<file path="src/rtl/matriz_pkg.sv">
// Shared definitions for the matrix loader and the matrix multiplier.
// Contents:
//   clog2 / max_int  - constant helpers for sizing counters
//   state_t          - loader FSM encodings (LOAD_A, LOAD_B, FULL)
//   MAT_A_IDX / MAT_B_IDX - bit offset of element (row, col) inside the flat
//                      operand buses, shared with the multiplier
`ifndef MATRIZ_IDX_MACROS
`define MATRIZ_IDX_MACROS
`define MAT_A_IDX(i, k, m, w) ((((i) * (m)) + (k)) * (w))
`define MAT_B_IDX(k, j, p, w) ((((k) * (p)) + (j)) * (w))
`endif

package matriz_pkg;

    typedef enum logic [1:0] {
        LOAD_A = 2'd0,
        LOAD_B = 2'd1,
        FULL   = 2'd2
    } state_t;

    // Number of bits needed to index 'value' distinct items.
    function automatic int clog2(input int value);
        int res;
        res = 32'sd0;
        while ((32'sd1 << res) < value) begin
            res = res + 32'sd1;
        end
        return res;
    endfunction

    function automatic int max_int(input int a, input int b);
        return (a > b) ? a : b;
    endfunction

endpackage

</file>
<file path="src/rtl/cargador_matrices.sv">
// Stream-to-matrix loader feeding the matrix multiplier.
// Elements arrive one per handshake, row-major, A (N x M) first then B (M x P).
// A completed pair is copied to the output bank (double-buffered) so the next
// pair can load while the current one is held for downstream.
// Ports:
//   clk, rst          - clock, asynchronous active-high reset
//   clr               - synchronous abort of the partial load
//   s_data/s_valid/s_ready - element input handshake
//   mat_a, mat_b      - flat operand buses (element (r,c) at (r*cols+c)*Bit)
//   m_valid/m_ready   - output pair handshake
module cargador_matrices
    import matriz_pkg::*;
#(
    parameter int Bit = 3,
    parameter int M   = 4,
    parameter int N   = 2,
    parameter int P   = 2
) (
    input  logic               clk,
    input  logic               rst,
    input  logic               clr,
    input  logic [Bit-1:0]     s_data,
    input  logic               s_valid,
    output logic               s_ready,
    output logic [N*M*Bit-1:0] mat_a,
    output logic [M*P*Bit-1:0] mat_b,
    output logic               m_valid,
    input  logic               m_ready
);

    localparam int AW = N * M * Bit;
    localparam int BW = M * P * Bit;
    localparam int CW = max_int(1, clog2(max_int(N * M, M * P)));
    localparam logic [CW-1:0] LAST_A = CW'(N * M - 1);
    localparam logic [CW-1:0] LAST_B = CW'(M * P - 1);

    state_t          state_r, state_nxt_s;
    logic [CW-1:0]   cnt_r, cnt_nxt_s;
    logic [AW-1:0]   work_a_r, work_a_nxt_s;
    logic [BW-1:0]   work_b_r, work_b_nxt_s;
    logic            accept_s;
    logic            load_s;

    assign s_ready = (state_r != FULL);

    // Next-state, counter, working-register writes and output-bank load strobe.
    always_comb begin
        state_nxt_s  = state_r;
        cnt_nxt_s    = cnt_r;
        work_a_nxt_s = work_a_r;
        work_b_nxt_s = work_b_r;
        load_s       = 1'b0;
        // clr drops any element offered on the same edge
        accept_s     = s_valid && (state_r != FULL) && !clr;

        if (clr) begin
            state_nxt_s = LOAD_A;
            cnt_nxt_s   = {CW{1'b0}};
        end else begin
            case (state_r)
                LOAD_A: begin
                    if (accept_s) begin
                        work_a_nxt_s[int'(cnt_r) * Bit +: Bit] = s_data;
                        if (cnt_r == LAST_A) begin
                            cnt_nxt_s   = {CW{1'b0}};
                            state_nxt_s = LOAD_B;
                        end else begin
                            cnt_nxt_s   = cnt_r + CW'(1);
                        end
                    end else begin
                        cnt_nxt_s = cnt_r;
                    end
                end
                LOAD_B: begin
                    if (accept_s) begin
                        work_b_nxt_s[int'(cnt_r) * Bit +: Bit] = s_data;
                        if (cnt_r == LAST_B) begin
                            cnt_nxt_s = {CW{1'b0}};
                            // Slot is free if empty or being drained this edge
                            if (!m_valid || m_ready) begin
                                load_s      = 1'b1;
                                state_nxt_s = LOAD_A;
                            end else begin
                                state_nxt_s = FULL;
                            end
                        end else begin
                            cnt_nxt_s = cnt_r + CW'(1);
                        end
                    end else begin
                        cnt_nxt_s = cnt_r;
                    end
                end
                FULL: begin
                    if (m_ready) begin
                        load_s      = 1'b1;
                        state_nxt_s = LOAD_A;
                    end else begin
                        state_nxt_s = FULL;
                    end
                end
                default: begin
                    state_nxt_s = LOAD_A;
                    cnt_nxt_s   = {CW{1'b0}};
                end
            endcase
        end
    end

    // FSM state, element counter and working register banks.
    always_ff @(posedge clk or posedge rst) begin
        if (rst) begin
            state_r  <= LOAD_A;
            cnt_r    <= {CW{1'b0}};
            work_a_r <= {AW{1'b0}};
            work_b_r <= {BW{1'b0}};
        end else begin
            state_r  <= state_nxt_s;
            cnt_r    <= cnt_nxt_s;
            work_a_r <= work_a_nxt_s;
            work_b_r <= work_b_nxt_s;
        end
    end

    // Output bank: loads a finished pair (including the element accepted this
    // edge), otherwise drops m_valid once downstream has taken the pair.
    always_ff @(posedge clk or posedge rst) begin
        if (rst) begin
            mat_a   <= {AW{1'b0}};
            mat_b   <= {BW{1'b0}};
            m_valid <= 1'b0;
        end else if (load_s) begin
            mat_a   <= work_a_nxt_s;
            mat_b   <= work_b_nxt_s;
            m_valid <= 1'b1;
        end else if (m_ready) begin
            m_valid <= 1'b0;
        end else begin
            m_valid <= m_valid;
        end
    end

endmodule

</file>
<file path="config.mk">
export PLATFORM = sky130hd
export DESIGN_NAME = cargador_matrices
export DESIGN_NICKNAME = d
export VERILOG_FILES = /design/src/rtl/matriz_pkg.sv /design/src/rtl/cargador_matrices.sv
export SDC_FILE = /design/constraint.sdc
export NUM_CORES = 1
export LEC_CHECK = 0
export ABC_AREA = 1
export CORE_UTILIZATION = 35
export CTS_CLUSTER_SIZE = 28
export DETAILED_ROUTE_END_ITERATION = 8
export HOLD_SLACK_MARGIN = 0.08
export PLACE_DENSITY_LB_ADDON = 0.05
export SLEW_MARGIN = 15
export SYNTH_ARGS = -nofsm -noshare
export SYNTH_HDL_FRONTEND = slang
export SYNTH_SLANG_ARGS = --single-unit
</file>
<file path="constraint.sdc">
create_clock -name clk -period 9.09 [get_ports clk]
set_input_delay 2.2725 -clock clk [delete_from_list [all_inputs] [get_ports clk]]
set_output_delay 2.2725 -clock clk [all_outputs]
set_load 0.05 [all_outputs]
</file>
# Word level (Yosys, flattened, before mapping)
# Cells that the tools add are included.
[word_totals]
regBits = 102
out_inout_bits = 50
wordCells = 60
[op_classes]
add_sub_neg = 2
n_mul = 1
eq_ne = 10
shift = 2
muxes = 28
reduce_logical = 10
[ops]
columns = ["op", "count"]
rows = [
  ["$mux 24", 6],
  ["$bwmux 24", 2],
  ["$neg 5->33", 1],
  ["$shift 3x33->24 const A", 1],
  ["$shiftx 3x33->24", 1],
  ["$mux 2", 7],
  ["$ne 3x3->1 const B", 4],
  ["$mux 3", 3],
  ["$mux 1", 7],
  ["$pmux 2 s3", 1],
  ["$pmux 3 s2", 1],
  ["$mul 3x2->5 const B", 1],
  ["$ne 2x2->1 const B", 2],
  ["$reduce_and 4->1", 1],
  ["$add 3x1->3 const B", 1],
  ["$eq 3x3->1 const B", 1],
  ["$ne 3x1->1 const B", 1],
  ["$eq 2x1->1 const B", 1],
  ["$eq 2x2->1 const B", 1],
  ["$logic_and 1x1->1", 2],
  ["$logic_not 1->1", 2],
  ["$logic_not 2->1", 1],
  ["$pmux 1 s2", 1],
  ["$reduce_and 2->1", 1],
  ["3 further kinds", 3],
]

# Depth between registers and ports, before layout
[logic_depth]
word_depth = 8
ltp_mapped = 13
ltp_nobuf = 12

# Worst setup path after synthesis
# OpenSTA, ideal clock, no wires.
[synth_timing]
path_kind = "in2reg"
from = "input port clr"
to = "register mat_a[21]"
arrival_time_ns = 3.131
required_time_ns = 8.967
path_slack_ns = 5.837
path_stages = 9
path_buffers = 1
cell_sequence = "inv_2 -> nand2_4 -> nor2_8 -> nand2_4 -> nand2_1 -> nand3_2 -> buf_4 -> nand2_1 -> o21ai_1"
[synth_between]
elab_chain_cells = 5
word_cells_on_any_way = 8
classes_between = "6 x mux; 2 x reduce/logical"
[synth_rtl]
columns = ["item", "line_no", "rtl"]
rows = [
  ["start: declaration", "cargador_matrices.sv:21", "input logic clr,"],
  ["$logic_not 1->1", "cargador_matrices.sv:54", "accept_s = s_valid && (state_r != FULL) && !clr;"],
  ["$logic_and 1x1->1", "cargador_matrices.sv:54", ""],
  ["$mux 1 or $mux 24 (tied branches)", "cargador_matrices.sv:75, cargador_matrices.sv:62", ""],
  ["$pmux 1 s2 or $mux 24 (tied branches)", "cargador_matrices.sv:60", "case (state_r)"],
  ["$mux 1 or $mux 24 (tied branches)", "cargador_matrices.sv:56", "if (clr) begin"],
  ["end signal: assignment", "cargador_matrices.sv:128", "mat_a <= {AW{1'b0}};"],
  ["end signal: assignment", "cargador_matrices.sv:132", "mat_a <= work_a_nxt_s;"],
  ["end: declaration", "cargador_matrices.sv:25", "output logic [N*M*Bit-1:0] mat_a,"],
]
# Several ways; a longest one is shown, not always the timed one.
# A chain may end at the register's enable or synchronous reset.

# Final worst setup path
[layout_timing]
from = "register state_r[0]"
to = "output port s_ready"
[layout_between]
elab_chain_cells = 1
[layout_rtl]
columns = ["item", "line_no", "rtl"]
rows = [
  ["start: declaration", "cargador_matrices.sv:37", "state_t state_r, state_nxt_s;"],
  ["start signal: assignment", "cargador_matrices.sv:117", "state_r <= state_nxt_s;"],
  ["$ne 2x2->1", "cargador_matrices.sv:44", "assign s_ready = (state_r != FULL);"],
  ["end: declaration", "cargador_matrices.sv:24", "output logic s_ready,"],
]
# No other way between the ends.

==> impl_table.tex <==
\begin{tabular}{lr}
\hline
Metric & Value \\
\hline
\multicolumn{2}{l}{\textbf{Run status}} \\
Run status & finished clean \\
\multicolumn{2}{l}{\textbf{Logic synthesis}} \\
Ys flop type & dfrtp\_1 \\
Mean cell area of the mapped netlist & 8.55 sq um \\
Most frequent cells after synthesis & nand2\_1, dfrtp\_1, inv\_1 \\
Synthesis warning total & 0 \\
Portion of synthesized cell area occupied by the leading cell type & 56.9\% \\
Count of unique library cells instantiated by Yosys & 26 \\
Register bit total from synthesis & 102 \\
Register area share after synthesis & 56.9\% \\
Post-Synthesis Cells & 525 \\
Cell taking the most area after synthesis & dfrtp\_1 \\
Post-synth net total & 541 \\
Cell area after synthesis & 4490 sq um \\
Number of enable flip-flop cells after synthesis & 0 \\
Library cell with the highest instance count after synthesis & nand2\_1 \\
Post-synthesis async set-or-reset flop share & 100\% \\
Main area contributors after synthesis & dfrtp\_1, nand2\_1, nand3\_1 \\
\multicolumn{2}{l}{\textbf{Critical path}} \\
CP max stage delay & 0.81 ns \\
Type of the worst setup path & flip-flop to output port \\
Number of cells on the worst reg-to-reg path & 9 \\
Combined buffer and inverter count along the critical path & 3 \\
Worst Path Max Fanout & 3 \\
Highest-delay cell along the critical path & clkdlybuf4s50\_1 \\
Type of destination of the critical path & output port \\
Category of cells accounting for the largest share of critical-path delay & buffers and inverters \\
Cell-by-cell listing of the critical path & inv\_1, ha\_1, inv\_2, clkdlybuf4s50\_1 \\
Required time at the worst-slack endpoint & 6.82 ns \\
Data arrival at the endpoint of the critical path & 1.96 ns \\
Startpoint kind of the worst setup timing path & flip-flop \\
Instance count on the critical path & 4 \\
\multicolumn{2}{l}{\textbf{Placement}} \\
IO buf count & 57 \\
Total instance count after detailed placement & 738 \\
Post-Place Worst Slack & 4.26 ns \\
RD Place Congestion & 0.850 \\
DP Wirelength & 6920 um \\
\multicolumn{2}{l}{\textbf{Drt}} \\
Wire length reported by the detailed router & 10,200 um \\
Vias after detailed routing & 3,392 \\
Vias/cell & 4.49 \\
Pre-Repair DR Iteration Count & 4 \\
Average wire per cell in the routed design & 13.5 um \\
Number of violations reported at the end of detailed-routing iteration 0 & 117 \\
Remaining design rule violation count & 0 \\
Antenna Violating Nets Remaining & 0 \\
\multicolumn{2}{l}{\textbf{Finish}} \\
Number of non-filler instances in the completed layout & 755 \\
Layout-stage area growth over the synthesis result & 23.5\% \\
Multi-input gate area in the final layout & 1680 sq um \\
Final antenna diode count & 0 \\
Final Net Count & 594 \\
Storage cell area & 2550 sq um \\
Fraction of the core area covered by cells at the end of the flow & 44.1\% \\
Share of final-layout standard cells stronger than drive strength 1 & 6.86\% \\
Number of filler cells placed in the layout & 1,280 \\
\multicolumn{2}{l}{\textbf{Timing}} \\
RSZ-0062 raised after global routing & false \\
Period utilization & 46.6\% \\
Max Transition Viols Final & 0 \\
Fin. Hold Viols & 0 \\
Summed negative setup slack over all endpoints & 0 ns \\
FMAX & 236 MHz \\
Worst slew margin relative to its limit & 54.5\% \\
Post-route worst setup slack & 4.85 ns \\
Actual slew at the worst max-slew pin & 0.680 ns \\
Shortest clock period the worst path allows after layout & 4.24 ns \\
Clock skew after layout & 0.00868 ns \\
Number of failing setup endpoints in the final timing report & 0 \\
\multicolumn{2}{l}{\textbf{Clocking}} \\
Clock tree from TritonCTS & built \\
Number of instances resized during post-cts repair & 0 \\
Deepest clock path buffer count & 2 \\
Number of CTS-inserted buffers & 9 \\
H-tree levels & 3 \\
Number of hold-repair buffers added at the cts stage & 0 \\
Latest clock arrival within the worst-skew pair & 0.35 ns \\
Post-CTS Setup Inserts & 0 \\
Sink count of the clock tree & 102 \\
Cell at the root of the clock tree & clkbuf\_16 \\
Clock-pin transition on the worst setup and hold timing paths & 0.07 ns \\
\multicolumn{2}{l}{\textbf{Pwr}} \\
Cell area power density & 231 nW/um\^{}2 \\
Leakage dissipation & 2.90 nW \\
Power after layout & 1.28 mW \\
Maximum resistive drop on vdd & 118 uV \\
\multicolumn{2}{l}{\textbf{Floorplan}} \\
Overall die area & 13,300 sq um \\
Chip width & 115 um \\
Area of the core region & 12,600 sq um \\
I/O pin count & 58 \\
Height of the die & 115 um \\
Number of cell rows & 41 \\
Starting density of the core & 35.7\% \\
\multicolumn{2}{l}{\textbf{GRT}} \\
Maximum number of pins on one net before global-route repair & 55 \\
Global-route usage over all layers & 17.3\% \\
Total global routing overflow & 0 \\
Via count of the first global-routing pass & 3,421 \\
Global-route wire length before repair & 17,300 um \\
Number of antenna violations at the first check in global routing & 0 \\
\multicolumn{2}{l}{\textbf{Worst hold path}} \\
Type of the tightest min-delay check & flip-flop to flip-flop \\
Number of instances on the worst hold path & 2 \\
\multicolumn{2}{l}{\textbf{Run}} \\
Count of max-cap constraint violations & 0 \\
\hline
\end{tabular}
metal layers:
layer  vias to the layer above  GRT usage [%]  share of wire, %
li1                       1738              -                 -
met1                      1590           24.4                51
met2                        55           26.5                44
met3                         9           4.74               3.7
met4                         0           4.16               1.1
met5                         -              0                 0
worst register-to-register path, stage by stage (launching register included):
cell,delay (ns)
dfrtp_1,0.57
ha_1,0.35
ha_1,0.23
inv_1,0.06
a21oi_1,0.21
nand2_4,0.09
a21oi_4,0.57
buf_16,0.23
nand3_1,0.14
nand2_1,0.08
layout make-up:
cell class | count | area share [%]
well taps | 172 | 3.88
clock buffers | 9 | 4.06
clock inverters | 7 | 2.03
flip-flops and latches | 102 | 46.0
multi-input cells | 365 | 30.3
inverters | 41 | 2.82
repair buffers | 59 | 10.9
state kept, by name, summed over array words and instances (netlist names):
signal	flops
mat_a	24
work_a_r	24
work_b_r	24
mat_b	24
state_r	2
cnt_r	3
m_valid	1
report_power, final:
part           leakage, nW  switching (mW)  internal, mW
Combinational         1.36           0.215        0.0826
Clock                0.165           0.168         0.267
Sequential            1.38          0.0280         0.522
cell usage in the layout, fill, tap and decap left out, drive strengths merged:
cell / count
a21oi: 4
clkinvlp: 1
dfrtp: 102
o21ai: 25
nor3: 3
nand3: 35
nand4: 8
ha: 8
clkinv: 3
and2: 3
a31oi: 1
nor2: 18
inv: 41
and3: 1
bufinv: 3
buf: 2
nand2: 259
clkdlybuf4s50: 57
clkbuf: 9
path summary, 6_finish.rpt:
| check | slack, ns | endpoint | start |
|---|---|---|---|
| max | 4.85 | s_ready | state_r[0] |
| min | 0.47 | work_a_r[10] | work_a_r[10] |
| max reg2reg | 6.49 | mat_b[4] | cnt_r[0] |
| min reg2reg | 0.47 | work_a_r[10] | work_a_r[10] |
| max in group asynchronous | 5.65 | mat_b[22] | rst |
| min in group asynchronous | 2.34 | mat_a[17] | rst |
cells by family after synthesis:
| kind of cell | share of synthesized area (%) |
|---|---|
| buf+inv | 5.94 |
| compound gates | 3.62 |
| fa+ha+maj | 2.23 |
| simple gates | 31.4 |
| flops | 56.9 |
per-stage QoR:
stage	cell area (sq um)	hold WS, ns
floorplan	4490	0.438
global placement	5170	0.452
detailed placement	5170	0.459
CTS	5510	0.474
global route	5550	0.493
finish	5550	0.471
No activity file was read; power rests on OpenSTA's default activity.
